**config.mk**
```make
export PLATFORM = sky130hd
export DESIGN_NAME = led_pattern_gen
export DESIGN_NICKNAME = d
export VERILOG_FILES = /design/src/rtl/led_pattern_gen.sv
export SDC_FILE = /design/constraint.sdc
export NUM_CORES = 1
export LEC_CHECK = 0
export CAP_MARGIN = 20
export CELL_PAD_IN_SITES_DETAIL_PLACEMENT = 0
export CELL_PAD_IN_SITES_GLOBAL_PLACEMENT = 1
export CORE_MARGIN = 4
export CORE_UTILIZATION = 25
export DETAILED_ROUTE_END_ITERATION = 12
export HOLD_SLACK_MARGIN = 0.08
export PLACE_DENSITY_LB_ADDON = 0.1
export SLEW_MARGIN = 10
export SYNTH_ARGS = -nofsm -noshare
export SYNTH_HDL_FRONTEND = slang
export SYNTH_SLANG_ARGS = --single-unit
```
**constraint.sdc**
```tcl
create_clock -name clock -period 4.2 [get_ports clock]
set_input_delay 0.42 -clock clock [delete_from_list [all_inputs] [get_ports clock]]
set_output_delay 0.42 -clock clock [all_outputs]
set_load 0.005 [all_outputs]
```
**src/rtl/led_pattern_gen.sv**
```systemverilog
// led_pattern_gen: prescaled LED pattern stepper with rotate,
// ping-pong and flash modes, routed to one or all RGB channels.
module led_pattern_gen #(
    parameter int          NB_LEDS    = 4,
    parameter int          NB_COUNTER = 32,
    parameter int unsigned R0         = 2**23,
    parameter int unsigned R1         = 2**24,
    parameter int unsigned R2         = 2**25,
    parameter int unsigned R3         = 2**26
) (
    input  logic               clock,
    input  logic               i_reset,
    input  logic               i_enable,
    input  logic [1:0]         i_speed_sel,
    input  logic [1:0]         i_mode,
    input  logic [1:0]         i_color_sel,
    output logic [NB_LEDS-1:0] o_led,
    output logic [NB_LEDS-1:0] o_led_r,
    output logic [NB_LEDS-1:0] o_led_g,
    output logic [NB_LEDS-1:0] o_led_b,
    output logic               o_tick
);

    typedef enum logic [1:0] {
        MODE_ROL   = 2'b00,
        MODE_ROR   = 2'b01,
        MODE_PING  = 2'b10,
        MODE_FLASH = 2'b11
    } mode_e;

    localparam logic [NB_COUNTER-1:0] LIM0 = NB_COUNTER'(R0 - 1);
    localparam logic [NB_COUNTER-1:0] LIM1 = NB_COUNTER'(R1 - 1);
    localparam logic [NB_COUNTER-1:0] LIM2 = NB_COUNTER'(R2 - 1);
    localparam logic [NB_COUNTER-1:0] LIM3 = NB_COUNTER'(R3 - 1);
    localparam logic [NB_LEDS-1:0]    SEED = NB_LEDS'(1);

    logic [NB_COUNTER-1:0] cnt_q, cnt_d;
    logic [NB_LEDS-1:0]    pat_q, pat_d;
    logic                  dir_q, dir_d;
    mode_e                 mode_q, mode_d;
    logic [1:0]            color_q, color_d;
    logic                  tick_q, tick_d;

    logic [NB_COUNTER-1:0] lim_m1;
    logic [NB_LEDS-1:0]    step_pat;
    logic                  step_dir;

    // select terminal count (limit-1) for the chosen speed
    always_comb begin
        lim_m1 = LIM0;
        case (i_speed_sel)
            2'b00: lim_m1 = LIM0;
            2'b01: lim_m1 = LIM1;
            2'b10: lim_m1 = LIM2;
            2'b11: lim_m1 = LIM3;
        endcase
    end

    // next pattern and direction if a step happens this cycle
    always_comb begin
        step_pat = pat_q;
        step_dir = dir_q;
        case (mode_q)
            MODE_ROL:   step_pat = {pat_q[NB_LEDS-2:0], pat_q[NB_LEDS-1]};
            MODE_ROR:   step_pat = {pat_q[0], pat_q[NB_LEDS-1:1]};
            MODE_PING: begin
                if (!dir_q) begin
                    if (pat_q[NB_LEDS-1]) begin
                        step_dir = 1'b1;
                        step_pat = pat_q >> 1;
                    end else begin
                        step_pat = pat_q << 1;
                    end
                end else begin
                    if (pat_q[0]) begin
                        step_dir = 1'b0;
                        step_pat = pat_q << 1;
                    end else begin
                        step_pat = pat_q >> 1;
                    end
                end
            end
            MODE_FLASH: step_pat = ~pat_q;
        endcase
    end

    // mode reload beats prescaler; enable low freezes everything
    always_comb begin
        cnt_d   = cnt_q;
        pat_d   = pat_q;
        dir_d   = dir_q;
        mode_d  = mode_q;
        tick_d  = 1'b0;
        color_d = i_color_sel;
        if (i_mode != mode_q) begin
            mode_d = mode_e'(i_mode);
            cnt_d  = '0;
            dir_d  = 1'b0;
            pat_d  = (i_mode == MODE_FLASH) ? '1 : SEED;
        end else if (i_enable) begin
            if (cnt_q >= lim_m1) begin
                cnt_d  = '0;
                tick_d = 1'b1;
                pat_d  = step_pat;
                dir_d  = step_dir;
            end else begin
                cnt_d = cnt_q + NB_COUNTER'(1);
            end
        end
    end

    // state registers with synchronous reset
    always_ff @(posedge clock) begin
        if (i_reset) begin
            cnt_q   <= '0;
            pat_q   <= SEED;
            dir_q   <= 1'b0;
            mode_q  <= MODE_ROL;
            color_q <= 2'b00;
            tick_q  <= 1'b0;
        end else begin
            cnt_q   <= cnt_d;
            pat_q   <= pat_d;
            dir_q   <= dir_d;
            mode_q  <= mode_d;
            color_q <= color_d;
            tick_q  <= tick_d;
        end
    end

    // channel routing from registered colour select
    always_comb begin
        o_led   = pat_q;
        o_tick  = tick_q;
        o_led_r = (color_q == 2'b00 || color_q == 2'b11) ? pat_q : '0;
        o_led_g = (color_q == 2'b01 || color_q == 2'b11) ? pat_q : '0;
        o_led_b = (color_q == 2'b10 || color_q == 2'b11) ? pat_q : '0;
    end

endmodule

```
==> summary.md, run 1 <==
| Metric | Value |
|---|---|
| Status | `complete, no violations` |
| Worst endpoint required time | `approximately 4.4 ns` |
| H-tree Lvls | `2` |
| Netlist cell types | `between 40 and 50` |
| Mapped cell area | `between 0.002 and 0.0025 sq mm` |
| Final period util | `between 50 and 60%` |
| Max Slew Vio Count | `0` |
| Share of cells above drive strength 1 | `4.667%` |
| Max Freq | `roughly 420 MHz` |
| DRC | `0` |
| Final hold vios | `0` |
| Total chip power | `a little under 0.8 mW` |
| Vias | `1,955` |
| Critical path buffer and inverter count | `1` |
| Worst path max stage delay | `0.60 ns` |
| Clock Skews | `approximately 0.0070 ns` |
| Wirelength, routed | `between 5000 and 6000 um` |
| Mapped Nets | `between 200 and 300` |
| Area delta synth->final | `19.14%` |
| Core Region | `approximately 0.0088 sq mm` |
| HP Class | `reg2reg` |
| First-pass GRT wire length | `about 9500 um` |
| Top FF cell, synth | `dfxtp_1` |
| Max VDD drop | `~0.00012 V` |
| Sequential-to-total area share from yosys stat | `a little under two fifths` |
| HP Start | `cnt_q[20]` |
| Vias in the first global route | `approximately 1,900` |
| Cells after Synth | `about 280` |
| Worst reg2reg path depth | `5` |
| Cell mode on critical path | `nor2_1` |
| Cell Chain, Critical Path | `clkdlybuf4s50_1 -> nor2_1 -> ha_1 -> and3_1 -> nand4_1 -> or4_4 -> nand3_4 -> nor2_1` |
| Die Ht | `a little over 100 um` |
| Psw | `~0.20 mW` |
| R2R Path Start | `cnt_q[8]` |
| Most frequent cells in the layout | `49 x nor2_1, 42 x dfxtp_1, 25 x clkdlybuf4s50_1, 23 x xnor2_1, 18 x nand2_1` |
| Crit-path slowest cell | `or4_4` |
| Synth warnings | `0` |
| Worst rel slew slack | `about two thirds` |
| Clk pin slew, worst setup/hold paths | `approximately 0.09 ns` |
| Post-route design area | `between 0.002 and 0.003 sq mm` |
| Combinational power share | `a little under a tenth` |
| Die width | `103.3 um` |
| Fin crit period | `approximately 2.4 ns` |
| Cells after DPL | `400` |
| Post-CTS Setup Bufs | `0` |
| Setup violators final | `0` |
| Worst slew pin tran | `roughly 0.52 ns` |
| Antenna violations before repair | `0` |
| FFs w/ async S/R, synth | `0%` |
| Mapped Avg Cell Area | `between 8 and 9 sq um` |
| Worst Path Arrival | `between 2 and 3 ns` |
| Total GRT Usage | `a little under an eighth` |
| Wire per inst | `13.84 um` |
| Hold EP | `cnt_q[20]` |
| Clock power share | `37.0%` |
| Worst reg2reg path endpoint | `cnt_q[14]` |
| Longest Clk Path Bufs | `2` |
| RSZ-0062 raised after global routing | `false` |
| Final #Nets | `around 310` |
| Num CTS Buffers | `5` |
| Gr ovfl total | `0` |
| CTS tree | `yes` |
| Largest net degree at the start of global routing | `29` |
| FF+latch count, synth | `between 40 and 50` |
| Cell area power density | `~290 mW/mm^2` |
| Cell Rows | `34` |
| Antenna viol nets, final | `0` |
| Sink Count | `42` |
| Clk Latency, worst-skew pair | `0.30 ns` |
| Filler instances | `about 940` |
| Starting Density | `between 20% and 30%` |
| Die area | `between 0.01 and 0.015 sq mm` |
| Switching share of power | `~26%` |
| DR vias/cell | `around 4.8` |
| Internal Power | `~0.57 mW` |
| Crit end category | `register` |
| Critical path origin | `i_speed_sel[1]` |
| Largest cells by area after synthesis | `dfxtp_1 37%, xnor2_1 8.9%, nor2_1 8.1%` |
| Final std cells w/o fill | `approximately 410` |
| DRT iter0 DRCs | `50` |
| Worst hold stages | `2` |
| Placed Area | `around 0.0026 sq mm` |
| Startpoint types | `primary input` |
| # port buffers | `25` |
| Ant diodes | `0` |
| Cts-stage hold buffer count | `0` |
| Setup TNS | `0 ns` |
| DPL Wire Length | `just over 4000 um` |
| LEAKAGE | `0.8770 nW` |
| Most common cell after layout, fill and taps aside | `nor2_1` |
| Synth area leader | `dfxtp_1` |
| Post-cts sizing count | `0` |
| IO Count | `26` |
| Crit path max-delay family | `simple AND/OR/NAND/NOR gates` |
| 1st-pass router iterations | `4` |
| Root Buffer | `clkbuf_8` |
| Flop pwr share | `53.6%` |
| Post-synth top area share | `37.07%` |
| Max cap viols | `0` |
| Number of synthesized flops with an enable pin | `0` |
| Max FO, Critical Path | `28` |
| Reg-to-reg slack, setup | `approximately 2.0 ns` |
| Setup Crit Path Kind | `in2reg` |
| GP Congestion | `approximately 0.73` |
[power groups by stage]
stage / logic [mW] / registers, mW / clock network, mW
detailed placement: 0.0736 / 0.423 / 0
CTS: 0.0738 / 0.414 / 0.298
floorplan: 0.0419 / 0.418 / 0
global route: 0.0813 / 0.416 / 0.318
global placement: 0.0745 / 0.423 / 0
finish: 0.0722 / 0.414 / 0.286
[Yosys cell counts (all sizes together) (2+ instances only)]
library cell  number
inv                8
a221oi             2
or2                2
and4               6
xor2               6
and2               8
nand2             18
a2111oi            2
nor2b              9
nand3             15
a21o               2
a32o               2
nand4             10
xnor2             23
nor4               6
a21oi              5
dfxtp             42
nor2              49
o21ai              6
nor3              11
or3                3
and3               4
buf                4
or4                3
o2111ai            2
ha                 6
nor3b              2
clkbuf             4
and3b              2
o311a              2
nand2b             3
[worst register-to-register path, stage by stage (launching register included)]
cell and delay, ns:
dfxtp_1 0.42, nand4_1 0.25, or3_1 0.42, or4_4 0.54, nand3_4 0.32, nor2_1 0.11
[kinds of logic (layout without fill, tap and decap cells)]
| logic type | after synthesis | after routing | synth area share [%] |
|---|---|---|---|
| adder cells (fa/ha/maj) | 6 | 6 | 3.309 |
| AO/OA/AOI/OAI | 29 | 29 | 9.267 |
| multiplexers | 1 | 1 | 0.4413 |
| buffers and inverters | 16 | 41 | 3.364 |
| AND/OR/NAND/NOR | 152 | 152 | 35.36 |
| XOR/XNOR | 29 | 29 | 11.20 |
| flip-flops | 42 | 42 | 37.07 |
[registers in the layout, indices dropped and copies added, names as in the netlist]
signal,flops
color_q,2
o_tick,1
mode_q,2
cnt_q,32
o_led,4
dir_q,1
[through the flow]
stage          hold slack, ns  setup slack, ns  utilization, %
2_1_floorplan          0.4775            2.241               -
3_3_place_gp           0.5078            1.526           29.75
3_5_place_dp           0.5019            1.504           29.75
4_1_cts                0.5294            1.822           30.84
5_1_grt                0.5656            1.690           30.84
6_report               0.5251            1.819           30.84
[routing by layer]
layer,wire length (um),GRT usage (%),up-vias,share of wire [%]
li1,-,-,1013,-
met1,2829,16.09,903,50
met2,2486,17.41,35,44
met3,278,3.353,4,4.9
met4,53,3.287,0,0.94
met5,0,0,-,0
[final cells by class]
type                            instances  area [sq um]  share of cell area, %
Tap cell                              108         135.1                  5.000
Timing Repair Buffer                   25         250.2                  9.259
Clock buffer                            6         82.58                  3.056
Multi-Input combinational cell        217          1351                  50.00
Clock inverter                          2         12.51                 0.4630
Inverter                                8         30.03                  1.111
Sequential cell                        42         840.8                  31.11
[worst max path at each step]
stage / slack, ns / to / cells past startpoint
detailed placement: 1.50 / cnt_q[9] / 8
finish: 1.82 / cnt_q[14] / 8
global placement: 1.53 / cnt_q[5] / 8
global route: 1.69 / cnt_q[16] / 8
CTS: 1.82 / cnt_q[9] / 8
floorplan: 2.24 / cnt_q[27] / 8
Power figures use the tool's default switching activity.
==> run 2: changes to the inputs <==
- clock period: 4.2 -> 2.2 ns (I/O delays scaled with it)
==> summary.md, run 2 (synthesized netlist as in run 1, its figures left out) <==
| Metric | Value |
|---|---|
| Max VDD drop | `about 0.00018 V` |
| Longest Clk Path Bufs | `2` |
| Max cap viols | `0` |
| Core Region | `approximately 0.0088 sq mm` |
| Largest Register | `cnt_q` |
| Antenna violations before repair | `0` |
| Worst slew pin tran | `0.3775 ns` |
| Met3 Use GR | `3.152%` |
| HP Class | `in2reg` |
| Status | `complete, no violations` |
| IO Count | `26` |
| Worst Path Arrival | `between 2 and 2.5 ns` |
| DRT iter0 DRCs | `49` |
| Max FO, Critical Path | `3` |
| Die width | `103.3 um` |
| Most frequent cells in the layout | `49 x nor2_1, 42 x dfxtp_1, 36 x buf_4, 25 x clkdlybuf4s50_1, 23 x xnor2_1` |
| Crit end category | `register` |
| Num CTS Buffers | `5` |
| Max Slew Vio Count | `0` |
| Final hold vios | `0` |
| Total GRT Usage | `about an eighth` |
| Final period util | `91.32%` |
| Wirelength, routed | `~5900 um` |
| Clk Latency, worst-skew pair | `around 0.3 ns` |
| Vias | `~2,100` |
| Gr ovfl total | `0` |
| Starting Density | `between 20% and 30%` |
| 1st-pass router iterations | `4` |
| Busiest grt layer | `met2` |
| Antenna viol nets, final | `0` |
| Max Freq | `497.7 MHz` |
| Final #Nets | `~350` |
| Final std cells w/o fill | `446` |
| DR vias/cell | `around 4.7` |
| Setup Crit Path Kind | `in2reg` |
| Largest net degree at the start of global routing | `13` |
| Cell area power density | `between 400 and 500 mW/mm^2` |
| GP Congestion | `between 0.7 and 0.8` |
| Cells after DPL | `between 400 and 500` |
| Root Buffer | `clkbuf_8` |
| Worst endpoint required time | `approximately 2.4 ns` |
| LEAKAGE | `between 1 and 1.5 nW` |
| Share of cells above drive strength 1 | `15.38%` |
| RSZ-0062 raised after global routing | `false` |
| Max reg flops | `32` |
| DRC | `0` |
| Most common cell after layout, fill and taps aside | `nor2_1` |
| Setup violators final | `0` |
| Total chip power | `~1.4 mW` |
| Worst rel slew slack | `74.18%` |
| Clock Skews | `~0.0033 ns` |
| Cell Chain, Critical Path | `clkdlybuf4s50_1 -> nor2_1 -> ha_1 -> and3_1 -> nand4_1 -> or4_4 -> buf_4 -> nand2_1 -> o311a_1` |
| Ant diodes | `0` |
| First-pass GRT wire length | `just over 10,000 um` |
| Die area | `0.01066 sq mm` |
| Setup TNS | `0 ns` |
| Grt met1 use | `16.80%` |
| DPL Wire Length | `between 4000 and 5000 um` |
| Cts-stage hold buffer count | `0` |
| Sink Count | `42` |
| Worst path max stage delay | `around 0.53 ns` |
| Cell Rows | `34` |
| # port buffers | `25` |
| CTS tree | `yes` |
| Startpoint types | `primary input` |
| Clk pin slew, worst setup/hold paths | `0.08 ns` |
| H-tree Lvls | `2` |
| GRT met2 Usage | `between 10% and 20%` |
| Vias in the first global route | `a little over 2,000` |
| Area delta synth->final | `32.98%` |
| Fin crit period | `2.009 ns` |
| Crit-path slowest cell | `or4_4` |
| Die Ht | `103.3 um` |
| Wire per inst | `13.23 um` |
## run 2: changes by cell type in the layout (fill, tap and decap cells not counted), sizes merged
cell	change
clkinvlp	-1
clkbuf	-1
clkinv	+1
buf	+39
## run 2: stage by stage
| step | instance area (sq um) | utilization (%) | hold WS, ns | worst slack, ns |
|---|---|---|---|---|
| final | 3017 | 34.42 | 0.4760 | 0.1909 |
| after global routing | 3017 | 34.42 | 0.4716 | 0.005724 |
| after CTS | 3017 | 34.42 | 0.4689 | 0.1425 |
| after detailed placement | 2938 | 33.52 | 0.5038 | -0.1532 |
| after global placement | 2938 | 33.52 | 0.5010 | -0.2070 |
| after floorplan | 2268 | - | 0.2916 | 0.3410 |
## run 2: path summary, 6_finish.rpt
path                  startpoint          to  slack (ns)  cells past startpoint
setup reg to reg        cnt_q[1]    o_led[1]        0.23                      7
setup / recovery  i_speed_sel[1]    o_led[1]        0.19                      9
hold / removal    i_color_sel[0]  color_q[0]        0.48                      2
hold reg to reg        cnt_q[20]   cnt_q[20]        0.54                      2
## run 2: repair_timing
item	in CTS	in global routing
setup buffers	0	0
endpoints found under the hold margin	0	0
resized for setup	0	1
setup endpoints to repair	0	5
## run 2: critical path: cells and delay by family
kind | cells | cell delay (ns)
compound gates | 1 | 0.15
fa+ha+maj | 1 | 0.27
buf+inv | 2 | 0.66
simple gates | 5 | 0.97
## run 2: routing by layer
metal / up-vias / routed length [um]
met4: 0 / 40
met3: 2 / 269
li1: 1091 / -
met2: 36 / 2598
met5: - / 0
met1: 967 / 2993
## run 2: cell type report
cell class                      count  area [sq um]
Clock buffer                        5         68.82
Clock inverter                      2         10.01
Fill cell                         937          5747
Inverter                            8         30.03
Multi-Input combinational cell    217          1351
Sequential cell                    42         840.8
Tap cell                          108         135.1
Timing Repair Buffer               64         580.6
## run 2: power breakdown
part | internal (mW) | switching [mW] | leakage, nW
registers | 0.769 | 0.0142 | 0.340
logic | 0.0962 | 0.0767 | 0.699
clock network | 0.214 | 0.274 | 0.0438
total | 1.08 | 0.365 | 1.08
==> run 3: changes to the inputs <==
- CAP_MARGIN: 20 -> unset
- clock period: 2.2 -> 2.3 ns (I/O delays scaled with it)
==> summary.md, run 3 (synthesized netlist as in run 1, its figures left out) <==
| Metric | Value |
|---|---|
| Status | `complete, no violations` |
| Wirelength, routed | `a little under 6000 um` |
| Placed Area | `0.002805 sq mm` |
| Crit path max-delay family | `simple AND/OR/NAND/NOR gates` |
| Startpoint types | `primary input` |
| H-tree Lvls | `2` |
| GP Congestion | `0.7519` |
| CTS tree | `yes` |
| Final #Nets | `337` |
| Crit-path slowest cell | `or4_4` |
| Cts-stage hold buffer count | `0` |
| DRC | `0` |
| Die Ht | `between 100 and 150 um` |
| Most frequent cells in the layout | `49 x nor2_1, 42 x dfxtp_1, 25 x clkdlybuf4s50_1, 23 x xnor2_1, 21 x buf_4` |
| Gr ovfl total | `0` |
| HP Class | `in2reg` |
| Root Buffer | `clkbuf_8` |
| RSZ-0062 raised after global routing | `false` |
| Filler instances | `around 940` |
| Max cap viols | `0` |
| Die width | `between 100 and 150 um` |
| Max Slew Vio Count | `0` |
| DRT iter0 DRCs | `55` |
| Sink Count | `42` |
| DPL Wire Length | `4460 um` |
| Worst Path Arrival | `between 2 and 2.5 ns` |
| Vias in the first global route | `1,973` |
| Max VDD drop | `about 0.00023 V` |
| LEAKAGE | `between 1 and 1.5 nW` |
| Longest Clk Path Bufs | `2` |
| Worst slew pin tran | `0.4165 ns` |
| Hold slack | `0.4894 ns` |
| Post-cts sizing count | `0` |
| Clk pin slew, worst setup/hold paths | `approximately 0.080 ns` |
| Pre-CTS WS | `-0.07673 ns` |
| Vias | `2,040` |
| Cell area power density | `between 400 and 500 mW/mm^2` |
| DR vias/cell | `between 4 and 5` |
| Critical path buffer and inverter count | `2` |
| Post-route design area | `~0.0029 sq mm` |
| Largest net degree at the start of global routing | `17` |
| Clock Skews | `about 0.0074 ns` |
| Max FO, Critical Path | `3` |
| Setup Crit Path Kind | `in2reg` |
| # port buffers | `25` |
| Max Freq | `slightly below 500 MHz` |
| Starting Density | `about a quarter` |
| Die area | `0.01066 sq mm` |
| Max reg flops | `32` |
| Storage cell area | `~840 sq um` |
| Final period util | `between 90% and 100%` |
| IO Count | `26` |
| Setup ws final | `~0.22 ns` |
| First-pass GRT wire length | `between 10,000 and 15,000 um` |
| Worst path max stage delay | `~0.56 ns` |
| 1st-pass router iterations | `4` |
| Multi-input logic area | `between 0.001 and 0.0015 sq mm` |
| Ant diodes | `0` |
| Total GRT Usage | `between 10% and 20%` |
| Final core utilization | `around a third` |
| Most common cell after layout, fill and taps aside | `nor2_1` |
| Crit end category | `register` |
| Fin crit period | `2.082 ns` |
| Setup violators final | `0` |
| Core Region | `between 0.008 and 0.009 sq mm` |
| Area delta synth->final | `27.85%` |
| Wire per inst | `13.63 um` |
| Cell Chain, Critical Path | `clkdlybuf4s50_1 -> nor2_1 -> ha_1 -> and3_1 -> nand4_1 -> or4_4 -> buf_4 -> nand2_1 -> o311a_1` |
| Antenna violations before repair | `0` |
| Share of cells above drive strength 1 | `roughly 11%` |
| Post-CTS Setup Bufs | `0` |
| Largest Register | `cnt_q` |
| Cell Rows | `34` |
| Antenna viol nets, final | `0` |
| Num CTS Buffers | `5` |
| Worst rel slew slack | `between 70% and 80%` |
| Clk Latency, worst-skew pair | `between 0.2 and 0.3 ns` |
| Final hold vios | `0` |
| Worst endpoint required time | `2.54 ns` |
==> run 3: changes by cell type in the layout (fill, tap and decap cells not counted) <==
cell | before | now
clkinv_2 | 2 | 1
clkbuf_8 | 5 | 6
buf_4 | 36 | 21
clkinvlp_4 | 0 | 1
o21ai_1 | 1 | 0
o21ai_0 | 5 | 6
buf_12 | 3 | 2
==> run 3: area by class of cell <==
type | instances | share of cell area [%]
multi-input cells | 217 | 46.59
flip-flops and latches | 42 | 28.99
repair buffers | 48 | 15.44
well taps | 108 | 4.659
clock buffers | 6 | 2.847
inverters | 8 | 1.035
clock inverters | 2 | 0.4314
==> run 3: power breakdown <==
part / internal [mW] / switching (mW) / leakage (nW) / total, mW
sequential: 0.736 / 0.0194 / 0.340 / 0.755
clock: 0.242 / 0.280 / 0.0472 / 0.522
combinational: 0.0848 / 0.0668 / 0.613 / 0.152
==> run 3: per-stage QoR <==
step                      TNS (ns)  instances  total power [mW]
after floorplan                  0        275            0.8395
after global placement     -0.8485        423            0.9271
after detailed placement    -1.479        423            0.9262
after CTS                        0        431             1.461
after global routing             0        431             1.500
final                            0        431             1.429
==> run 3: metal layers <==
layer | track usage [%] | part of all wire (%) | vias to the layer above
li1 | - | - | 1062
met1 | 17.70 | 53 | 928
met2 | 17.86 | 42 | 44
met3 | 2.616 | 4.3 | 6
met4 | 3.287 | 1.1 | 0
met5 | 0 | 0 | -
==> run 3: final timing paths <==
check / start / endpoint / slack, ns / depth (start not counted)
max: i_speed_sel[1] / o_led[1] / 0.22 / 9
min: i_color_sel[0] / color_q[0] / 0.49 / 2
max reg2reg: cnt_q[0] / o_led[1] / 0.25 / 7
min reg2reg: cnt_q[20] / cnt_q[20] / 0.53 / 2
